==> src/rtl/usart_rx_ctrl.sv <==
// usart_rx_ctrl: receive-side control for a USART.
// Synchronises the receiver's byte-valid and framing-error levels.
// Acknowledges each event with a four-phase rx_ready handshake.
// Buffers received bytes in a first-word-fall-through FIFO.
// Tracks overrun and framing-error status.
// Drives a hysteretic RTS flow-control output from the FIFO fill level.
//
// Handshake semantics:
// - Receiver side, four-phase: rx_valid/rx_error are levels held until
//   rx_ready rises. rx_ready stays high until both levels are seen low,
//   then drops.
// - Consumer side: a byte moves when rd_valid && rd_ready on a rising edge.
//   rd_data is valid only while rd_valid is high.
module usart_rx_ctrl #(
    parameter int DEPTH    = 8,
    parameter int RTS_HIGH = 6,
    parameter int RTS_LOW  = 2
) (
    input  logic                     serial_clock,
    input  logic                     reset,
    input  logic [7:0]               rx_data,
    input  logic                     rx_valid,
    input  logic                     rx_error,
    output logic                     rx_ready,
    output logic [7:0]               rd_data,
    output logic                     rd_valid,
    input  logic                     rd_ready,
    output logic [$clog2(DEPTH):0]   count,
    output logic                     overrun,
    output logic [7:0]               frame_errors,
    input  logic                     clear_status,
    output logic                     rts_out,
    output logic [1:0]               dbg_state_o
);

    localparam int AW = $clog2(DEPTH);
    localparam int CW = AW + 1;
    localparam logic [CW-1:0] DEPTH_C    = CW'(DEPTH);
    localparam logic [CW-1:0] RTS_HIGH_C = CW'(RTS_HIGH);
    localparam logic [CW-1:0] RTS_LOW_C  = CW'(RTS_LOW);

    typedef enum logic [1:0] {
        IDLE    = 2'd0,
        CAPTURE = 2'd1,
        ACK     = 2'd2
    } state_t;

    state_t          state_q, state_d;
    logic            sv_meta_q, sv_q, se_meta_q, se_q;
    logic            rx_ready_q;
    logic            push_req, fe_inc;
    logic            pop, push, drop, full;
    logic [AW-1:0]   wr_ptr_q, wr_ptr_d, rd_ptr_q, rd_ptr_d;
    logic [CW-1:0]   count_q, count_d;
    logic [7:0]      mem_q [DEPTH];
    logic            overrun_q, overrun_d;
    logic [7:0]      fe_q, fe_d;
    logic            rts_q, rts_d;

    // Two-flop synchronisers for the asynchronous receiver levels
    always_ff @(posedge serial_clock) begin
        if (reset) begin
            sv_meta_q <= 1'b0;
            sv_q      <= 1'b0;
            se_meta_q <= 1'b0;
            se_q      <= 1'b0;
        end else begin
            sv_meta_q <= rx_valid;
            sv_q      <= sv_meta_q;
            se_meta_q <= rx_error;
            se_q      <= se_meta_q;
        end
    end

    // Handshake FSM next-state logic; a byte takes priority over an error
    always_comb begin
        state_d  = state_q;
        push_req = 1'b0;
        fe_inc   = 1'b0;
        case (state_q)
            IDLE: begin
                if (sv_q) begin
                    state_d = CAPTURE;
                end else if (se_q) begin
                    state_d = ACK;
                    fe_inc  = 1'b1;
                end
            end
            CAPTURE: begin
                push_req = 1'b1;
                state_d  = ACK;
            end
            ACK: begin
                if (!sv_q && !se_q) begin
                    state_d = IDLE;
                end
            end
            default: state_d = IDLE;
        endcase
    end

    // FSM state and registered acknowledge (high exactly while in ACK)
    always_ff @(posedge serial_clock) begin
        if (reset) begin
            state_q    <= IDLE;
            rx_ready_q <= 1'b0;
        end else begin
            state_q    <= state_d;
            rx_ready_q <= (state_d == ACK);
        end
    end

    // FIFO control; a pop in the same cycle frees the slot a full push needs
    always_comb begin
        full     = (count_q == DEPTH_C);
        pop      = rd_ready && (count_q != '0);
        push     = push_req && (!full || pop);
        drop     = push_req && full && !pop;
        wr_ptr_d = push ? wr_ptr_q + AW'(1) : wr_ptr_q;
        rd_ptr_d = pop  ? rd_ptr_q + AW'(1) : rd_ptr_q;
        case ({push, pop})
            2'b10:   count_d = count_q + CW'(1);
            2'b01:   count_d = count_q - CW'(1);
            default: count_d = count_q;
        endcase
    end

    // FIFO pointers and fill level
    always_ff @(posedge serial_clock) begin
        if (reset) begin
            wr_ptr_q <= '0;
            rd_ptr_q <= '0;
            count_q  <= '0;
        end else begin
            wr_ptr_q <= wr_ptr_d;
            rd_ptr_q <= rd_ptr_d;
            count_q  <= count_d;
        end
    end

    // FIFO storage; contents are not reset
    always_ff @(posedge serial_clock) begin
        if (push) begin
            mem_q[wr_ptr_q] <= rx_data;
        end
    end

    // Status and flow-control next values; set/increment beats clear
    always_comb begin
        overrun_d = overrun_q;
        if (drop) begin
            overrun_d = 1'b1;
        end else if (clear_status) begin
            overrun_d = 1'b0;
        end

        fe_d = fe_q;
        if (fe_inc) begin
            fe_d = (fe_q == 8'hFF) ? fe_q : fe_q + 8'd1;
        end else if (clear_status) begin
            fe_d = 8'd0;
        end

        rts_d = rts_q;
        if (count_q >= RTS_HIGH_C) begin
            rts_d = 1'b1;
        end else if (count_q <= RTS_LOW_C) begin
            rts_d = 1'b0;
        end
    end

    // Status and flow-control registers
    always_ff @(posedge serial_clock) begin
        if (reset) begin
            overrun_q <= 1'b0;
            fe_q      <= 8'd0;
            rts_q     <= 1'b0;
        end else begin
            overrun_q <= overrun_d;
            fe_q      <= fe_d;
            rts_q     <= rts_d;
        end
    end

    assign rx_ready     = rx_ready_q;
    assign rd_data      = mem_q[rd_ptr_q];
    assign rd_valid     = (count_q != '0);
    assign count        = count_q;
    assign overrun      = overrun_q;
    assign frame_errors = fe_q;
    assign rts_out      = rts_q;
    assign dbg_state_o  = state_q;

endmodule
==> config.mk <==
export PLATFORM = sky130hd
export DESIGN_NAME = usart_rx_ctrl
export DESIGN_NICKNAME = d
export VERILOG_FILES = /design/src/rtl/usart_rx_ctrl.sv
export SDC_FILE = /design/constraint.sdc
export NUM_CORES = 1
export LEC_CHECK = 0
export CAP_MARGIN = 20
export CORE_MARGIN = 3
export CORE_UTILIZATION = 55
export DETAILED_ROUTE_END_ITERATION = 7
export GPL_ROUTABILITY_DRIVEN = 1
export PLACE_DENSITY_LB_ADDON = 0.08
export SLEW_MARGIN = 20
export SYNTH_ARGS = -nofsm -noshare
export SYNTH_HDL_FRONTEND = slang
export SYNTH_SLANG_ARGS = --single-unit
export TNS_END_PERCENT = 5
==> constraint.sdc <==
create_clock -name serial_clock -period 3.9 [get_ports serial_clock]
set_clock_uncertainty 0.15 [all_clocks]
set_input_delay 0.78 -clock serial_clock [delete_from_list [all_inputs] [get_ports serial_clock]]
set_output_delay 0.78 -clock serial_clock [all_outputs]
set_load 0.03 [all_outputs]
After elaboration in Yosys (flattened, before gate mapping). Memory sizes are Yosys's and may differ from the RTL's. A register that Yosys moved wholly into a read port is not among the register bits. Index checks and enable logic that the tools add are counted.

Add/subtract/negate cells: 5. Multiply operators: 0. Div/mod/pow operators: 0. Order comparisons: 2. Equal/unequal tests: 8. Shift-type cells: 0. Multiplexer cells: 20. Bitwise operators: 0. Reduce and logical (&&, ||, !) cells: 17.

Operators by type and width (number): 8-bit 2-to-1 mux (3); 1-bit 2-to-1 mux (10); 8-bit by 1-bit adder with 8-bit output (second input constant) (1); 8-bit equality test (second input constant) (1); 4-bit case mux with 2 select lines (1); 2-bit nonzero test (4); 3-bit by 1-bit adder with 3-bit output (second input constant) (2); 2-bit equality test (second input constant) (3); 2-bit 2-to-1 mux (3); 3-bit 2-to-1 mux (2); 2-bit case mux with 3 select lines (1); 1-bit logical AND (5); 4-bit by 1-bit adder with 4-bit output (second input constant) (1); 2-bit by 1-bit equality test with 1-bit output (second input constant) (2); 4-bit equality test (second input constant) (1); 4-bit by 3-bit >= comparator with 1-bit output (second input constant) (1); 4-bit by 2-bit less-or-equal comparator with 1-bit output (second input constant) (1); 1-bit logical NOT (4); 4-bit nonzero test (1); 4-bit by 1-bit subtractor with 4-bit output (second input constant) (1); 2-bit logical NOT (1); 2-bit != test (second input constant) (1); 2-bit AND reduction (1); 1-bit logical OR (1).

Flip-flop bits (word level): 27. Bits in latches: 0. Memory bits (writable): 64. Memory bits (read-only): 0. Output and inout bits: 26. Logic and storage cells: 65. Memories: 1.

Memories: mem_q (words 8, width 8, rd ports 1, clocked after memory_dff 1, write ports 1, RTL line 55) `logic [7:0] mem_q [DEPTH];`.

Longest topological paths before layout. Gate-level depths: netlist of the first run.

Depth in word-level cells: 6. Depth in mapped cells: 8. Gate-level depth less buffers: 7.

Least setup slack after synthesis of the first run. OpenSTA, ideal clock, no wires.

Path kind: register to output. Start point: reg with a tool-made name. End point: out rd_data[0]. Arrival time: 1681 ps. Path slack: 1289 ps. Cell stages (with the launch flop): 5. Path through: dfxtp_1 > buf_2 > buf_2 > mux4_2 > mux2_2.

RTL lines: end, declared (RTL line 25) `output logic [7:0] rd_data,`.

==> flow_metrics.env, run 1 <==
export IMPL_status="completed"
export IMPL_dr_pass1_iters=4
export IMPL_post_cts_setup_buffers=0
export IMPL_place_hpwl_um=4132
export IMPL_rrSetupSlack_ps=1500
export IMPL_startpoint_type="flop"
export IMPL_critPathKind="flop to primary output"
export IMPL_initial_core_util_pct=57.97
export IMPL_path_cells="mux4_2 -> mux2_2 -> clkdlybuf4s50_1"
export IMPL_antenna_found_initial=0
export IMPL_synthCells=250
export IMPL_layout_min_cycle_time_ps=3364
export IMPL_place_ws_ps=735.4
export IMPL_cts_made_buffers=9
export IMPL_wl_per_cell_um=16.84
export IMPL_fp_dieW_um=88.74
export IMPL_fp_row_count=29
export IMPL_clock_latency_ps=350
export IMPL_coreArea_sq_um=6495
export IMPL_areaGrowthSynthToFinish_pct=17.45
export IMPL_vias_per_cell=5.707
export IMPL_drt_drc_violations_left=0
export IMPL_synthArstFlopShare_pct=0
export IMPL_hold_buffers=0
export IMPL_drive_gt1_share_pct=16.05
export IMPL_cts_tree="done"
export IMPL_yosysMostFrequentCell="edfxtp_1"
export IMPL_relSlewSlack_pct=46.78
export IMPL_hold_path_depth=1
export IMPL_die_h_um=88.74
export IMPL_total_power_mw=2.261
export IMPL_grt_overflow=0
export IMPL_drt_total_wl_um=6332
export IMPL_max_stage_delay_ps=800
export IMPL_crit_slowest_cell="dfxtp_1"
export IMPL_min_path_type="flop to flop"
export IMPL_ys_warn_count=0
export IMPL_fin_cells=376
export IMPL_setup_viol=0
export IMPL_nFillCells=464
export IMPL_hold_viol=0
export IMPL_ant_nets=0
export IMPL_cts_htree_levels=3
export IMPL_cp_max_fo=16
export IMPL_max_slew_worst_pin_slew_ps=795.4
export IMPL_max_clock_freq_mhz=297.3
export IMPL_fin_util_pct=68.08
export IMPL_grt_max_degree=17
export IMPL_synth_top_cell_by_area="edfxtp_1"
export IMPL_io_buffer_count=39
export IMPL_grt_pass1_wl_um=10290
export IMPL_final_setup_worst_slack_ps=536.4
export IMPL_r2r_end="count[2]"
export IMPL_grt_usage_pct=17.75
export IMPL_die_area_sq_um=7874
export IMPL_p_leak_nw=1.434
export IMPL_critPathCaptureType="primary output"
export IMPL_dp_cells=360
export IMPL_rsz0062_at_grt="false"
export IMPL_synth_nets=268
export IMPL_worstRegToRegCells=7
export IMPL_power_density_nw_per_um2=511.3
export IMPL_ys_flop_type="edfxtp_1"
export IMPL_syn_area_sq_um=3765
export IMPL_vias=2146
export IMPL_cts_buffer_depth=2
export IMPL_synth_area_leaders="edfxtp_1 51%, dfxtp_1 16%, mux4_2 9.6%, mux2_2 2.7%, nor2_1 2.4%"
export IMPL_peakVddDrop_mv=0.3335
export IMPL_cts_sinks=94
export IMPL_n_antenna_cell=0
export IMPL_fin_crit_sh_pct=86.25
export IMPL_worstPathArrival_ps=2430
export IMPL_clk_pin_slew_ps=90
export IMPL_synth_edf_count=64
export IMPL_cts_root_buf="clkbuf_8"
export IMPL_reg2reg_from="count[0]"
export IMPL_synth_area_per_cell_sq_um=15.06
export IMPL_crit_required_ps=2970
export IMPL_synth_top_area_share_pct=51.05
export IMPL_cts_resized=0
export IMPL_fin_nets=312
export IMPL_cap_violations=0
export IMPL_synth_common_cells="64 x edfxtp_1, 30 x dfxtp_1, 24 x nor2_1"
export IMPL_slew_viol_final=0
export IMPL_ys_seq_area_share_pct=67.00
export IMPL_gp_congestion=0.8216
export IMPL_ys_ff_latch=94
export IMPL_grt_pass1_vias=2049
export IMPL_fin_setup_tns_ps=0
export IMPL_io_pins=40
export IMPL_hold_end="sv_q"
export IMPL_drt_iter0_markers=117
export IMPL_yosysUniqueCellTypes=43
export IMPL_hp_start="sv_meta_q"
## worst max-delay path: cells and delay by family (launching register included)
| family | cells | cell delay, ps |
|---|---|---|
| muxes | 2 | 690 |
| buffers and inverters | 1 | 590 |
| DFF | 1 | 800 |
## report_power, final
part           switching (mW)  total (mW)  internal, mW
Combinational           0.279       0.562         0.282
Clock                   0.328       0.561         0.232
Sequential             0.0464        1.14          1.09
## metal layers
metal	GRT usage [%]	part of all wire [%]	routed length [um]
met1	26.19	47	2990
met2	26.11	48	3020
met3	3.445	3.7	233
met4	7.005	1.4	87
met5	0	0	0
## placed cells by master (no fill, tap or decap), types with 2 or more instances in the layout
master,n
a211oi_1,3
a21o_1,2
a21oi_1,9
a311oi_1,2
a31oi_1,5
buf_4,6
clkbuf_8,9
clkdlybuf4s50_1,39
clkinv_2,2
clkinvlp_4,3
dfxtp_1,30
edfxtp_1,64
ha_1,4
inv_1,3
mux2_2,9
mux2i_1,3
mux4_2,16
nand2_1,8
nand2b_1,6
nand3_1,6
nand4_1,2
nor2_1,24
nor2b_1,6
nor3_1,8
nor4b_1,2
o21a_1,2
o21ai_0,2
or4_1,2
xnor2_1,2
xor2_1,3
## kinds of logic (layout without fill, tap and decap cells)
| family | count (synthesis) | after routing | synth area share (%) |
|---|---|---|---|
| AO/OA/AOI/OAI | 31 | 31 | 5.650 |
| XOR/XNOR | 5 | 5 | 1.163 |
| adder cells (fa/ha/maj) | 4 | 4 | 1.329 |
| buffers and inverters | 15 | 64 | 1.595 |
| flip-flops | 94 | 94 | 67.00 |
| multiplexers | 29 | 29 | 13.36 |
| AND/OR/NAND/NOR | 72 | 72 | 9.904 |
## flip-flops by register name, summed over array words and instances (netlist names), named ones only
name          cells
count             4
dbg_state_o       2
frame_errors      8
mem_q            64
overrun           1
rd_ptr_q          3
rts_out           1
rx_ready          1
se_meta_q         1
se_q              1
sv_meta_q         1
sv_q              1
wr_ptr_q          3
## stage by stage
step | hold slack, ps | cell area (sq um)
4_1_cts | 305.3 | 4422
3_3_place_gp | 268.8 | 4248
5_1_grt | 318.4 | 4422
3_5_place_dp | 284.8 | 4248
6_report | 310.7 | 4422
2_1_floorplan | 263.8 | 3765
## layout make-up
cell class | instances | area [sq um] | share of cell area [%]
clock buffers | 9 | 123.9 | 2.801
clock inverters | 7 | 50.05 | 1.132
inverters | 3 | 11.26 | 0.2547
multi-input cells | 141 | 1182 | 26.74
flip-flops and latches | 94 | 2522 | 57.05
well taps | 77 | 96.34 | 2.179
repair buffers | 45 | 435.4 | 9.847
## worst max-delay path by stage
stage,start,end,slack (ps),cells past startpoint
after floorplan,flop,rd_data[0],1290,4
after global placement,rd_ready,mem_q[5][6],760,5
after detailed placement,rd_ready,mem_q[4][4],740,5
after CTS,flop,rd_data[7],480,3
after global routing,flop,rd_data[2],350,3
final,flop,rd_data[7],540,3
(Power assumes the default switching activity.)
==> inputs of run 2 (changes only) <==
Settings changed: HOLD_SLACK_MARGIN from default to 0.05.
==> results of run 2 <==
No change in the layout: final DEF, timing and power equal those of run 1.
==> inputs of run 3 (changes only) <==
Settings changed: DONT_BUFFER_PORTS from default to 1, SLEW_MARGIN 20 to default.
==> run 3 against run 2 <==
Effect of this change: via count down 7.8%; flip-flop and latch count is the same; first-iteration DRC count grew 6.0%; sequential power hardly changed; power is 4.7% lower; wire length shrank 2.1%; fmax up 17%; setup slack improved by 500 ps; global-route usage is 0.56 points lower; non-clock buffer count fell by 40; worst hold slack got worse by 12 ps; critical path depth is 1 lower; critical path type unchanged; largest power group unchanged; highest routed layer unchanged.
==> flow_metrics.env, run 3 (same netlist as run 1, synthesis figures left out) <==
export IMPL_rsz0062_at_grt="false"
export IMPL_p_switching_uw=600.7
export IMPL_grt_pass1_wl_um=9867
export IMPL_status="completed"
export IMPL_dr_pass1_iters=6
export IMPL_grt_overflow=0
export IMPL_hold_viol=0
export IMPL_p_leak_nw=1.291
export IMPL_crit_required_ps=2970
export IMPL_cts_root_buf="clkbuf_8"
export IMPL_wl_per_cell_um=18.46
export IMPL_antenna_found_initial=0
export IMPL_reg2reg_from="dbg_state_o[0]"
export IMPL_path_cells="mux4_2 -> mux2_2"
export IMPL_setup_viol=0
export IMPL_post_cts_setup_buffers=0
export IMPL_ant_nets=0
export IMPL_fin_nets=272
export IMPL_grt_pass1_vias=1931
export IMPL_total_power_mw=2.154
export IMPL_fin_setup_tns_ps=0
export IMPL_fp_row_count=29
export IMPL_max_slew_worst_pin_slew_ps=835.7
export IMPL_hold_path_depth=1
export IMPL_power_density_nw_per_um2=535.7
export IMPL_min_path_type="flop to flop"
export IMPL_startpoint_type="flop"
export IMPL_drt_drc_violations_left=0
export IMPL_max_clock_freq_mhz=349.1
export IMPL_die_area_sq_um=7874
export IMPL_seqPwrFrac_pct=54.3
export IMPL_die_h_um=88.74
export IMPL_clock_latency_ps=340
export IMPL_gp_congestion=0.8122
export IMPL_cts_tree="done"
export IMPL_place_hpwl_um=4039
export IMPL_layout_min_cycle_time_ps=2864
export IMPL_hold_buffers=0
export IMPL_intPower_mw=1.554
export IMPL_critPathKind="flop to primary output"
export IMPL_rrSetupSlack_ps=1330
export IMPL_vias=1978
export IMPL_largest_reg_flops=64
export IMPL_hp_start="sv_meta_q"
export IMPL_io_pins=40
export IMPL_grt_max_degree=27
export IMPL_cts_resized=0
export IMPL_initial_core_util_pct=57.97
export IMPL_critPathCaptureType="primary output"
export IMPL_cap_violations=0
export IMPL_final_common_cell="edfxtp_1"
export IMPL_drt_total_wl_um=6202
export IMPL_cts_htree_levels=3
export IMPL_r2r_end="mem_q[3][6]"
export IMPL_slew_viol_final=0
export IMPL_relSlewSlack_pct=44.08
export IMPL_nFillCells=492
export IMPL_areaGrowthSynthToFinish_pct=6.813
export IMPL_n_antenna_cell=0
export IMPL_fin_crit_sh_pct=73.45
export IMPL_cts_sinks=94
export IMPL_clk_pin_slew_ps=80
export IMPL_drive_gt1_share_pct=16.60
export IMPL_p_sw_share_pct=27.88
export IMPL_max_stage_delay_ps=810
export IMPL_top_register="mem_q"
export IMPL_cts_made_buffers=9
export IMPL_fin_util_pct=61.91
export IMPL_worstPathArrival_ps=1930
export IMPL_drt_iter0_markers=124
export IMPL_coreArea_sq_um=6495
export IMPL_peakVddDrop_mv=0.4034
export IMPL_cts_buffer_depth=2
export IMPL_p_clk_share_pct=26.2
export IMPL_cp_max_fo=16
export IMPL_pwr_share_comb_pct=19.5
export IMPL_vias_per_cell=5.887
export IMPL_mostFrequentLayoutCells="64 x edfxtp_1, 30 x dfxtp_1, 24 x nor2_1"
export IMPL_worstRegToRegCells=4
export IMPL_crit_slowest_cell="dfxtp_1"
export IMPL_io_buffer_count=0
export IMPL_hold_end="sv_q"
export IMPL_grt_usage_pct=17.19
export IMPL_fp_dieW_um=88.74
==> run 3: changes by cell type in the layout (fill, tap and decap cells not counted), sizes merged <==
| cell | change |
|---|---|
| clkbuf | +6 |
| clkinv | -2 |
| inv | -1 |
| clkdlybuf4s50 | -39 |
| buf | -1 |
| clkinvlp | -3 |
==> run 3: area by class of cell <==
type	count	area [sq um]	share of cell area [%]
sequential	94	2522	62.73
multi-input combinational	141	1182	29.40
clock buffer	15	166.4	4.138
tap	77	96.34	2.396
timing repair buffer	5	37.54	0.9334
inverter	3	11.26	0.2800
clock inverter	1	5.005	0.1245
==> run 3: metrics by stage <==
step / worst slack, ps / instance area (sq um) / hold WS, ps / instances
after floorplan: 1289 / 3765 / 263.8 / 250
after global placement: 1357 / 3850 / 267.4 / 320
after detailed placement: 1295 / 3850 / 279.2 / 320
after CTS: 976.7 / 4021 / 299.2 / 336
after global routing: 912.8 / 4021 / 302.6 / 336
final: 1036 / 4021 / 298.4 / 336
==> run 3: critical path, delay by kind of cell, from the launching register on <==
kind | cells | cell delay [ps]
DFF | 1 | 810
muxes | 2 | 790
==> run 3: worst max path at each step <==
stage	to	slack, ps
floorplan	rd_data[0]	1290
global placement	rd_data[2]	1360
detailed placement	mem_q[3][2]	1290
CTS	rd_data[2]	980
global route	rd_data[2]	910
finish	rd_data[2]	1040
==> run 3: power by group through the flow <==
stage	logic [mW]	clock network (mW)	registers, mW
6_report	0.420	0.564	1.17
5_1_grt	0.462	0.620	1.18
4_1_cts	0.428	0.580	1.17
3_5_place_dp	0.426	0	1.19
3_3_place_gp	0.422	0	1.19
2_1_floorplan	0.402	0	1.16
==> run 3: metal layers <==
| layer | vias up | track usage [%] | wire [um] |
|---|---|---|---|
| met3 | 9 | 4.376 | 306 |
| li1 | 973 | - | - |
| met1 | 955 | 22.91 | 2836 |
| met5 | - | 0 | 0 |
| met4 | 0 | 7.830 | 87 |
| met2 | 41 | 26.65 | 2971 |
